### src/rtl/memory_bus_router_if.sv
// Bus bundle between the CPU/region side and memory_bus_router.
// Carries the CPU request/response, the one-hot region strobes, region data and ready, and error flag/clear.
// master: the CPU and region environment that drives requests and ready. slave: the router itself.
interface memory_bus_router_if #(
  parameter int ADDR_WIDTH  = 24,
  parameter int DATA_WIDTH  = 8,
  parameter int REGION_BITS = 2
);
  localparam int NUM_REGIONS = 2 ** REGION_BITS;

  // CPU side
  logic [ADDR_WIDTH-1:0]              address;
  logic [DATA_WIDTH-1:0]              data_in;
  logic [DATA_WIDTH-1:0]              data_out;
  logic                               bus_enable;
  logic                               write_enable;
  logic                               bus_halt;
  // Region side
  logic [NUM_REGIONS-1:0]             region_sel;
  logic                               region_write;
  logic [ADDR_WIDTH-1:0]              region_address;
  logic [DATA_WIDTH-1:0]              region_wdata;
  logic [NUM_REGIONS*DATA_WIDTH-1:0]  region_rdata;
  logic [NUM_REGIONS-1:0]             region_ready;
  // Error reporting
  logic                               bus_error;
  logic                               err_clear;

  modport master (
    output address, data_in, bus_enable, write_enable, region_rdata, region_ready, err_clear,
    input  data_out, bus_halt, region_sel, region_write, region_address, region_wdata, bus_error
  );

  modport slave (
    input  address, data_in, bus_enable, write_enable, region_rdata, region_ready, err_clear,
    output data_out, bus_halt, region_sel, region_write, region_address, region_wdata, bus_error
  );
endinterface

### src/rtl/memory_bus_router.sv
// Routes one CPU access at a time to one of 2**REGION_BITS memory regions and returns read data.
// Latency: 3 cycles minimum (IDLE request, ACCESS, DONE); ACCESS lasts until the selected region is ready.
// Backpressure: bus_halt stalls the CPU from the request cycle until the access completes.
//
// Ports: clk (sole clock), reset (async, active low), bus (memory_bus_router_if.slave).
// Optional feature macro BUS_TIMEOUT_EN: adds a 16-bit access timeout that forces DONE after
// TIMEOUT_CYCLES ACCESS cycles, returns all-ones on reads and raises the sticky bus_error.
// Without it ACCESS waits indefinitely and bus_error is tied low.
module memory_bus_router #(
  parameter int ADDR_WIDTH     = 24,
  parameter int DATA_WIDTH     = 8,
  parameter int REGION_BITS    = 2,
  parameter int TIMEOUT_CYCLES = 255
) (
  input  logic                clk,
  input  logic                reset,
  memory_bus_router_if.slave  bus
);
  localparam int NUM_REGIONS = 2 ** REGION_BITS;

  typedef enum logic [1:0] {
    IDLE   = 2'd0,
    ACCESS = 2'd1,
    DONE   = 2'd2
  } state_t;

  state_t                  state;
  state_t                  state_nxt;
  logic [REGION_BITS-1:0]  dec_idx;
  logic [REGION_BITS-1:0]  reg_idx;
  logic [ADDR_WIDTH-1:0]   addr_q;
  logic [DATA_WIDTH-1:0]   wdata_q;
  logic                    write_q;
  logic [DATA_WIDTH-1:0]   dout_q;
  logic [DATA_WIDTH-1:0]   rdata_slice;
  logic                    ready_hit;
  logic                    timeout_hit;
  logic                    start_access;
  logic                    halt_c;
  logic [NUM_REGIONS-1:0]  sel_c;

  // Anything above the low 64 KiB window lands in the last region.
  always_comb begin
    if (bus.address[ADDR_WIDTH-1:16] != '0) begin
      dec_idx = '1;
    end else begin
      dec_idx = bus.address[15 -: REGION_BITS];
    end
  end

  assign start_access = (state == IDLE) && bus.bus_enable;
  // Only the latched region's ready bit matters; the others are don't-care.
  assign ready_hit    = bus.region_ready[reg_idx];
  assign rdata_slice  = bus.region_rdata[int'(reg_idx) * DATA_WIDTH +: DATA_WIDTH];

`ifdef BUS_TIMEOUT_EN
  logic [15:0] tmo_cnt;
  logic        err_q;

  // The timeout cycle is the ACCESS cycle in which the counter would reach TIMEOUT_CYCLES;
  // a ready in that same cycle still wins.
  assign timeout_hit = (state == ACCESS) && !ready_hit &&
                       (tmo_cnt == 16'(TIMEOUT_CYCLES - 1));

  always_ff @(posedge clk or negedge reset) begin
    if (!reset) begin
      tmo_cnt <= '0;
    end else if (start_access) begin
      tmo_cnt <= '0;
    end else if (state == ACCESS) begin
      tmo_cnt <= tmo_cnt + 16'd1;
    end
  end

  // A timeout in the same cycle as err_clear keeps the flag set.
  always_ff @(posedge clk or negedge reset) begin
    if (!reset) begin
      err_q <= 1'b0;
    end else if (timeout_hit) begin
      err_q <= 1'b1;
    end else if (bus.err_clear) begin
      err_q <= 1'b0;
    end
  end

  assign bus.bus_error = err_q;
`else
  logic unused_err_clear;

  assign timeout_hit      = 1'b0;
  assign bus.bus_error    = 1'b0;
  assign unused_err_clear = bus.err_clear;
`endif

  // State register
  always_ff @(posedge clk or negedge reset) begin
    if (!reset) begin
      state <= IDLE;
    end else begin
      state <= state_nxt;
    end
  end

  // Next-state logic
  always_comb begin
    state_nxt = state;
    case (state)
      IDLE:    if (bus.bus_enable) state_nxt = ACCESS;
      ACCESS:  if (ready_hit || timeout_hit) state_nxt = DONE;
      DONE:    state_nxt = IDLE;
      default: state_nxt = IDLE;
    endcase
  end

  // Output logic
  always_comb begin
    halt_c = 1'b0;
    sel_c  = '0;
    case (state)
      IDLE:    halt_c = bus.bus_enable;
      ACCESS: begin
        halt_c         = 1'b1;
        sel_c[reg_idx] = 1'b1;
      end
      default: ;
    endcase
  end

  // Request latch: held from ACCESS entry until the next accepted request.
  always_ff @(posedge clk or negedge reset) begin
    if (!reset) begin
      addr_q  <= '0;
      wdata_q <= '0;
      write_q <= 1'b0;
      reg_idx <= '0;
    end else if (start_access) begin
      addr_q  <= bus.address;
      wdata_q <= bus.data_in;
      write_q <= bus.write_enable;
      reg_idx <= dec_idx;
    end
  end

  // Read data return; writes leave data_out untouched.
  always_ff @(posedge clk or negedge reset) begin
    if (!reset) begin
      dout_q <= '0;
    end else if ((state == ACCESS) && !write_q) begin
      if (ready_hit) begin
        dout_q <= rdata_slice;
      end else if (timeout_hit) begin
        dout_q <= '1;
      end
    end
  end

  // Halt is gated by reset so the CPU is never stalled while the block is held in reset.
  assign bus.bus_halt       = reset & halt_c;
  assign bus.region_sel     = sel_c;
  assign bus.region_address = addr_q;
  assign bus.region_wdata   = wdata_q;
  assign bus.region_write   = write_q;
  assign bus.data_out       = dout_q;
endmodule

### src/flat_wrapper.sv
// flat-port wrapper written by rule: the top's interface ports become plain ports
module memory_bus_router_flat 
#(
  parameter int ADDR_WIDTH     = 24,
  parameter int DATA_WIDTH     = 8,
  parameter int REGION_BITS    = 2,
  parameter int TIMEOUT_CYCLES = 255
)
  (clk, reset, bus_address, bus_data_in, bus_bus_enable, bus_write_enable, bus_region_rdata, bus_region_ready, bus_err_clear, bus_data_out, bus_bus_halt, bus_region_sel, bus_region_write, bus_region_address, bus_region_wdata, bus_bus_error);
  memory_bus_router_if #(.ADDR_WIDTH(ADDR_WIDTH), .DATA_WIDTH(DATA_WIDTH), .REGION_BITS(REGION_BITS)) bus_i ();
  input  logic clk;
  input  logic reset;
  input wire logic [$bits(bus_i.address)-1:0] bus_address;
  input wire logic [$bits(bus_i.data_in)-1:0] bus_data_in;
  input wire logic [$bits(bus_i.bus_enable)-1:0] bus_bus_enable;
  input wire logic [$bits(bus_i.write_enable)-1:0] bus_write_enable;
  input wire logic [$bits(bus_i.region_rdata)-1:0] bus_region_rdata;
  input wire logic [$bits(bus_i.region_ready)-1:0] bus_region_ready;
  input wire logic [$bits(bus_i.err_clear)-1:0] bus_err_clear;
  output wire logic [$bits(bus_i.data_out)-1:0] bus_data_out;
  output wire logic [$bits(bus_i.bus_halt)-1:0] bus_bus_halt;
  output wire logic [$bits(bus_i.region_sel)-1:0] bus_region_sel;
  output wire logic [$bits(bus_i.region_write)-1:0] bus_region_write;
  output wire logic [$bits(bus_i.region_address)-1:0] bus_region_address;
  output wire logic [$bits(bus_i.region_wdata)-1:0] bus_region_wdata;
  output wire logic [$bits(bus_i.bus_error)-1:0] bus_bus_error;
  assign bus_i.address = bus_address;
  assign bus_i.data_in = bus_data_in;
  assign bus_i.bus_enable = bus_bus_enable;
  assign bus_i.write_enable = bus_write_enable;
  assign bus_i.region_rdata = bus_region_rdata;
  assign bus_i.region_ready = bus_region_ready;
  assign bus_i.err_clear = bus_err_clear;
  assign bus_data_out = bus_i.data_out;
  assign bus_bus_halt = bus_i.bus_halt;
  assign bus_region_sel = bus_i.region_sel;
  assign bus_region_write = bus_i.region_write;
  assign bus_region_address = bus_i.region_address;
  assign bus_region_wdata = bus_i.region_wdata;
  assign bus_bus_error = bus_i.bus_error;
  memory_bus_router #(.ADDR_WIDTH(ADDR_WIDTH), .DATA_WIDTH(DATA_WIDTH), .REGION_BITS(REGION_BITS), .TIMEOUT_CYCLES(TIMEOUT_CYCLES)) u_core (.clk(clk), .reset(reset), .bus(bus_i));
endmodule
### config.mk
export PLATFORM = sky130hd
export DESIGN_NAME = memory_bus_router_flat
export DESIGN_NICKNAME = d
export VERILOG_FILES = /design/src/rtl/memory_bus_router_if.sv /design/src/rtl/memory_bus_router.sv /design/src/flat_wrapper.sv
export SDC_FILE = /design/constraint.sdc
export NUM_CORES = 1
export LEC_CHECK = 0
export ABC_AREA = 1
export BUFFER_PORTS_ARGS = -buffer_cell sky130_fd_sc_hd__buf_4
export CORE_ASPECT_RATIO = 0.7
export CORE_MARGIN = 2
export CORE_UTILIZATION = 48
export DETAILED_ROUTE_END_ITERATION = 7
export GPL_TIMING_DRIVEN = 0
export PLACE_DENSITY = 0.94
export SYNTH_ARGS = -nofsm -noshare
export SYNTH_HDL_FRONTEND = slang
export SYNTH_SLANG_ARGS = --single-unit
### constraint.sdc
create_clock -name clk -period 3.12 [get_ports clk]
set_input_delay 0.78 -clock clk [delete_from_list [all_inputs] [get_ports clk]]
set_output_delay 0.78 -clock clk [all_outputs]
set_load 0.005 [all_outputs]
==> results_dict.tcl, run 1 <==
set metrics [dict create \
    ys_seq_area_share_pct 51.0 \
    cp-start-kind "primary input" \
    grt-ovfl-total 0 \
    cts-hold-fix-buffers 0 \
    synth_nets 361 \
    r2r_slack_ns 1.84 \
    power.density_mw_per_mm2 902 \
    grt_first_pass_wirelength_mm 9.20 \
    num_rows 20 \
    dp_hpwl_mm 4.45 \
    critical_path_peak_fanout 46 \
    die_y_um 60.8 \
    yosys_warnings 0 \
    cts_tree "yes" \
    comb_power_share_pct 50.1 \
    finalCritPeriodShare_pct 78.6 \
    ys_ff_latch 45 \
    placed_cell_area_mm2 0.00316 \
    grt_max_degree 47 \
    drive_gt1_share_pct 36.6 \
    p_seq_share_pct 35.1 \
    cp.arrival_ns 1.67 \
    drv_cap 0 \
    drt-initial-drc-count 74 \
    antenna_found_initial 0 \
    cp.required_ns 2.34 \
    rsz0062_at_grt "no" \
    antenna_cells 0 \
    die_x_um 85.1 \
    grt_pass1_vias 2101 \
    synth_commonest_cells "nand2_1, dfrtp_1, inv_1, o21ai_0, nand2_2" \
    die-area_mm2 0.00517 \
    drv_slew 0 \
    netlist_instances 288 \
    hold_path.class "in2async" \
    vias 2217 \
    synth_top_area_cell "dfrtp_1" \
    drt-wirelength-per-cell_um 12.3 \
    finalHoldViolCount 0 \
    p_leak_nw 1.93 \
    tns_ns 0 \
    synth_edf_count 0 \
    crit_type "in2out" \
    io_buffers 117 \
    period_needed_ns 2.45 \
    outcome "complete, no violations" \
    io_pins 120 \
    synthFlopType "dfrtp_1" \
    layout.nets 485 \
    place_congestion 0.857 \
    wirelength_mm 5.77 \
    htreeDepth 2 \
    clockPowerShare_pct 14.7 \
    r2r_start "u_core.state[1]" \
    synth_area_mm2 0.00221 \
    skew_ns 0.0105 \
    power_switching_share_pct 38.3 \
    fin_area_mm2 0.00327 \
    core-area_mm2 0.00438 \
    clk_latency_ns 0.29 \
    firstDrtPassIters 4 \
    ys_types 21 \
    grt.total_usage_pct 22.9 \
    route.detailed.drc 0 \
    numCtsBuffers 5 \
    netSwitchingPower_mw 1.13 \
    synth_area_leaders "dfrtp_1, nand2_1, nand2_2" \
    synth.most_common_cell "nand2_1" \
    cts_num_sinks 45 \
    end_kind "output port" \
    p_int_mw 1.82 \
    area_growth_pct 47.9 \
    synth.avg_cell_area_um2 7.67 \
    setup_viol 0 \
    peakVddDrop_v 0.000559 \
    relSlewSlack_pct 63.6 \
    clk_pin_slew_ns 0.08 \
    ant_nets 0 \
    via_per_inst 4.74 \
    cts_buffer_depth 2 \
    final_core_util_pct 74.6 \
    rr_worst_depth 6 \
    postCtsSetupBuffers 0 \
    floorplan.initialDensity_pct 50.5 \
    reg2reg_to "u_core.bus.region_wdata[6]" \
    clock.fmax_mhz 408 \
    yosys.area.top_type_share_pct 51.0 \
    cts_resized 0 \
    tightestPinTransition_ns 0.545 \
    finalHoldWorstSlack_ns 0.465 \
    ys_async_sr_fraction_pct 100 \
    cts-root-buf "clkbuf_8" \
]
## through the flow
step / worst slack, ns / power (mW) / std cells
4_1_cts: 0.613 / 2.98 / 468
3_5_place_dp: 0.605 / 2.53 / 460
6_report: 0.668 / 2.95 / 468
5_1_grt: 0.537 / 3.18 / 468
2_1_floorplan: 1.23 / 1.83 / 288
3_3_place_gp: 0.648 / 2.47 / 460
## cells by family after synthesis
kind of cell / synth area share, %
AOI/OAI and AO/OA: 3.28
buffers and inverters: 7.98
DFF: 51.0
other: 0.170
and+or+nand+nor: 37.6
## worst max path at each step
stage                              start            to  slack (ns)  cells after the start
after floorplan           bus_bus_enable  bus_bus_halt        1.23                      2
after global placement             reset  bus_bus_halt        0.65                      3
after detailed placement           reset  bus_bus_halt        0.61                      3
after CTS                          reset  bus_bus_halt        0.61                      3
after global routing               reset  bus_bus_halt        0.54                      3
final                              reset  bus_bus_halt        0.67                      3
## worst max-delay path, cell delays in order
cell and delay (ns):
buf_4 0.44, a21boi_0 0.28, buf_4 0.15
## registers in the layout (all words and copies together) (netlist names)
| register | count |
|---|---|
| u_core.state | 2 |
| u_core.bus.data_out | 8 |
| u_core.bus.region_address | 24 |
| u_core.bus.region_wdata | 8 |
| u_core.bus.region_write | 1 |
| u_core.reg_idx | 2 |
## power by group through the flow
stage / clock [mW] / combinational, mW / sequential [mW]
CTS: 0.447 / 1.50 / 1.03
global route: 0.472 / 1.65 / 1.06
finish: 0.435 / 1.48 / 1.04
detailed placement: 0 / 1.50 / 1.03
floorplan: 0 / 0.789 / 1.04
global placement: 0 / 1.43 / 1.03
## routing by layer
layer / part of all wire [%] / up-vias / GRT usage [%]
li1: - / 1115 / -
met1: 42 / 1002 / 26.3
met2: 47 / 96 / 42.0
met3: 10 / 4 / 7.62
met4: 0.80 / 0 / 6.12
met5: 0 / - / 0
## final cells by class
cell class | count | area (µm²)
plain buffers | 13 | 124
fillers | 333 | 1110
multi-input cells | 216 | 907
flip-flops and latches | 45 | 1130
clock buffers | 6 | 72.6
well taps | 55 | 68.8
clock inverters | 2 | 38.8
inverters | 14 | 52.6
repair buffers | 117 | 878
## layout by cell type, fill, tap and decap left out, drive strengths merged
cell	count
conb	1
nor3	4
nand2	185
a21oi	1
buf	129
dlymetal6s2s	1
nand3	8
inv	14
clkbuf	6
o21ai	12
nor2	2
clkinv	1
nand4	2
a21boi	1
bufinv	1
dfrtp	45
Power figures use the tool's default switching activity.
==> inputs of run 2 (changes only) <==
CORE_UTILIZATION = 40   (was 48)
PLACE_DENSITY = 0.85   (was 0.94)
clock period = 2.2 ns   (was 3.12 ns; I/O delays follow)
==> results_dict.tcl, run 2 (synthesized netlist as in run 1, its figures left out) <==
set metrics [dict create \
    antenna_found_initial 0 \
    drt-initial-drc-count 71 \
    r2r_slack_ns 0.97 \
    cp.required_ns 1.65 \
    layout.nets 485 \
    end_kind "output port" \
    via_per_inst 4.69 \
    cp.arrival_ns 1.41 \
    postCtsSetupBuffers 0 \
    die-area_mm2 0.00614 \
    grt.total_usage_pct 19.3 \
    largest_register_ff_count 24 \
    vias 2271 \
    p_int_mw 2.49 \
    finalHoldViolCount 0 \
    multi_input_area_um2 907 \
    drive_gt1_share_pct 36.7 \
    die_y_um 66.2 \
    grt-ovfl-total 0 \
    cpMostUsedCell "buf_4" \
    crit_type "in2out" \
    outcome "complete, no violations" \
    critical_path_peak_fanout 46 \
    grt_first_pass_wirelength_mm 9.36 \
    place_congestion 0.822 \
    core-area_mm2 0.00529 \
    setup_viol 0 \
    die_x_um 92.8 \
    final_common_cell "nand2_1" \
    cts-hold-fix-buffers 0 \
    grt_max_degree 47 \
    route.detailed.drc 0 \
    skew_ns 0.00989 \
    power.density_mw_per_mm2 1250 \
    grt_pass1_vias 2166 \
    ant_nets 0 \
    clk_latency_ns 0.29 \
    relSlewSlack_pct 62.8 \
    reg2reg_to "u_core.bus.data_out[2]" \
    hold_path.class "in2async" \
    htreeDepth 2 \
    num_rows 22 \
    p_seq_share_pct 36.2 \
    antenna_cells 0 \
    final_cell_mix "nand2_1, buf_4, dfrtp_1" \
    critical_path.endpoint "bus_bus_halt" \
    crit_start "reset" \
    seq_area_mm2 0.00113 \
    clock.fmax_mhz 510 \
    cts_resized 0 \
    tns_ns 0 \
    slowest_delay_ns 0.44 \
    cp-start-kind "primary input" \
    numCtsBuffers 5 \
    final_core_util_pct 61.8 \
    cts-root-buf "clkbuf_8" \
    tightestPinTransition_ns 0.557 \
    area_growth_pct 47.9 \
    p_leak_nw 1.92 \
    period_needed_ns 1.96 \
    rr_worst_depth 8 \
    slowest_stage "buf_4" \
    comb_power_share_pct 51.2 \
    cts_num_sinks 45 \
    drv_cap 0 \
    r2r_start "u_core.reg_idx[0]" \
    drt-wirelength-per-cell_um 12.0 \
    drv_slew 0 \
    dp_hpwl_mm 4.53 \
    power_switching_share_pct 38.9 \
    io_buffers 117 \
    peakVddDrop_v 0.000699 \
    num-fill-cells 485 \
    crit_chain "buf_4 > a21boi_0 > buf_4" \
    finalHoldWorstSlack_ns 0.236 \
    clk_pin_slew_ns 0.08 \
    wirelength_mm 5.79 \
    cts_tree "yes" \
    clockPowerShare_pct 12.6 \
    rsz0062_at_grt "no" \
    floorplan.initialDensity_pct 41.8 \
    firstDrtPassIters 4 \
    netSwitchingPower_mw 1.59 \
    cts_buffer_depth 2 \
    io_pins 120 \
    finalCritPeriodShare_pct 89.0 \
]
==> run 2: cell types whose count changed in the layout (fill, tap and decap cells not counted) <==
cell,change
clkbuf_8,+1
clkbuf_1,-1
clkinvlp_4,+1
clkinv_4,-1
bufinv_16,-1
==> run 2: power by group through the flow <==
stage          Combinational, mW  Clock [mW]  Sequential (mW)
2_1_floorplan               1.12           0             1.47
3_3_place_gp                2.05           0             1.47
5_1_grt                     2.36       0.564             1.52
6_report                    2.09       0.515             1.47
3_5_place_dp                2.11           0             1.48
4_1_cts                     2.11       0.531             1.47
==> run 2: final cells by class <==
| class | count | share of cell area (%) |
|---|---|---|
| timing repair buffer | 117 | 26.9 |
| clock inverter | 1 | 0.230 |
| tap | 72 | 2.76 |
| sequential | 45 | 34.5 |
| clock buffer | 6 | 2.53 |
| inverter | 14 | 1.61 |
| multi-input combinational | 216 | 27.8 |
| buffer | 13 | 3.79 |
==> run 2: layer usage <==
layer  vias to the layer above  track usage [%]  share of wire (%)
li1                       1116                -                  -
met2                        93             31.8                 47
met5                         -                0                  0
met1                      1054             24.7                 42
met3                         8             6.39                 10
met4                         0             5.33                1.3
==> run 2: critical path, delay by kind of cell <==
family                 cells  cell delay (ns)
buffers and inverters      2             0.59
AOI/OAI and AO/OA          1             0.24
==> run 2: worst min-delay path by stage <==
stage | slack [ns] | cells after the start | end
floorplan | 0.25 | 0 | u_core.bus.data_out[0]
global placement | 0.46 | 2 | u_core.bus.data_out[1]
detailed placement | 0.47 | 2 | u_core.bus.region_address[11]
CTS | 0.26 | 1 | u_core.bus.region_address[4]
global route | 0.29 | 1 | u_core.bus.region_address[0]
finish | 0.24 | 1 | u_core.bus.region_address[0]
==> run 2: through the flow <==
stage	total power [mW]	setup slack [ns]	std cells	cell area, µm²
2_1_floorplan	2.59	0.754	288	2210
3_3_place_gp	3.51	0.217	477	3180
3_5_place_dp	3.59	0.198	477	3180
4_1_cts	4.12	0.200	484	3270
5_1_grt	4.44	0.0608	484	3270
6_report	4.07	0.241	484	3270
==> inputs of run 3 (changes only) <==
CORE_UTILIZATION = 44   (was 40)
PLACE_DENSITY = 0.88   (was 0.85)
clock period = 1.9 ns   (was 2.2 ns; I/O delays follow)
==> results_dict.tcl, run 3 (synthesized netlist as in run 1, its figures left out) <==
set metrics [dict create \
    power.density_mw_per_mm2 1470 \
    drv_cap 0 \
    die_y_um 63.3 \
    io_pins 120 \
    cts-root-buf "clkbuf_8" \
    rr_worst_depth 6 \
    cts_tree "yes" \
    antenna_cells 0 \
    dp_hpwl_mm 4.49 \
    grt.total_usage_pct 20.4 \
    finalCritPeriodShare_pct 98.9 \
    drt-initial-drc-count 88 \
    cp.arrival_ns 1.40 \
    cp-start-kind "register" \
    htreeDepth 2 \
    critical_path_peak_fanout 10 \
    crit_family "buffers and inverters" \
    fin_cells 481 \
    route.detailed.drc 0 \
    ant_nets 0 \
    slowest_delay_ns 0.40 \
    drt-wirelength-per-cell_um 12.0 \
    tightestPinTransition_ns 0.540 \
    grt_pass1_vias 2051 \
    cts_num_sinks 45 \
    peakVddDrop_v 0.000740 \
    wirelength_mm 5.75 \
    final_common_cell "nand2_1" \
    dpl.cell_count 474 \
    final.setup.worst_slack_ns 0.0203 \
    rsz0062_at_grt "yes" \
    relSlewSlack_pct 64.0 \
    clock.fmax_mhz 532 \
    cts_buffer_depth 2 \
    final_cell_mix "nand2_1, buf_4, dfrtp_1" \
    antenna_found_initial 0 \
    numCtsBuffers 5 \
    crit_cells 5 \
    finalHoldViolCount 0 \
    outcome "complete, no violations" \
    dp_slack_ns 0.0679 \
    num_rows 21 \
    final_core_util_pct 68.4 \
    fin_area_mm2 0.00329 \
    setup_viol 0 \
    grt_most_used_layer "met2" \
    p_total_mw 4.84 \
    end_kind "output port" \
    grt_util_met3_pct 7.99 \
    largest_register_ff_count 24 \
    clk_pin_slew_ns 0.09 \
    p_leak_nw 1.94 \
    skew_ns 0.00818 \
    slowest_stage "dfrtp_1" \
    area_growth_pct 48.9 \
    firstDrtPassIters 5 \
    placed_cell_area_mm2 0.00317 \
    grt-ovfl-total 0 \
    layout.nets 485 \
    hold_path.class "in2async" \
    grtUsageMet2_pct 32.6 \
    place_congestion 0.827 \
    worst-path-buf-inv 4 \
    drive_gt1_share_pct 37.1 \
    tns_ns 0 \
    io_buffers 117 \
    crit_chain "inv_2 > buf_6 > buf_12 > nor3_1 > buf_4" \
    die-area_mm2 0.00561 \
    drv_slew 0 \
    core-area_mm2 0.00481 \
    gr-usage-met1_pct 27.1 \
    period_needed_ns 1.88 \
    grt_max_degree 47 \
    via_per_inst 4.65 \
    vias 2238 \
    clk_latency_ns 0.29 \
    die_x_um 88.7 \
    finalHoldWorstSlack_ns 0.174 \
    floorplan.initialDensity_pct 46.0 \
    grt_first_pass_wirelength_mm 9.05 \
    cp.required_ns 1.42 \
    crit_type "reg2out" \
]
run 3: path summary, 6_finish.rpt:
check / startpoint / to / slack [ns]
max: u_core.reg_idx[0] / bus_region_sel[1] / 0.02
min: reset / u_core.bus.region_address[3] / 0.17
max reg2reg: u_core.state[0] / u_core.bus.region_address[1] / 0.64
min reg2reg: u_core.bus.data_out[3] / u_core.bus.data_out[3] / 0.49
max in group asynchronous: reset / u_core.bus.region_wdata[6] / 1.36
min in group clk: bus_write_enable / u_core.bus.region_write / 0.38
run 3: where the power goes:
group,internal (mW),total (mW),switching (mW)
Sequential,1.41,1.71,0.295
Combinational,1.19,2.43,1.25
Clock,0.389,0.700,0.311
run 3: timing repair:
action | 4_1_cts | 5_1_grt
endpoints found under the hold margin | 0 | 0
setup buffers | 0 | 0
hold buffers | 0 | 0
endpoints found under the setup margin | 0 | 2
gates resized for setup | 0 | 2
run 3: worst reg2reg max path: cells and delay by family, from the launching register on:
family / cells / cell delay, ns
buffers and inverters: 2 / 0.40
flip-flops: 1 / 0.39
AND/OR/NAND/NOR: 4 / 0.39
run 3: per-layer routing:
metal / up-vias / share of wire, %
met4: 0 / 0.14
met1: 1021 / 44
met5: - / 0
met3: 2 / 11
li1: 1119 / -
met2: 96 / 45
run 3: area by class of cell:
type                       count  area (µm²)
timing repair buffer         117         878
buffer                        13         124
clock buffer                   5        68.8
clock inverter                 2        38.8
fill                         423        1520
sequential                    45        1130
multi-input combinational    216         915
tap                           69        86.3
inverter                      14        52.6
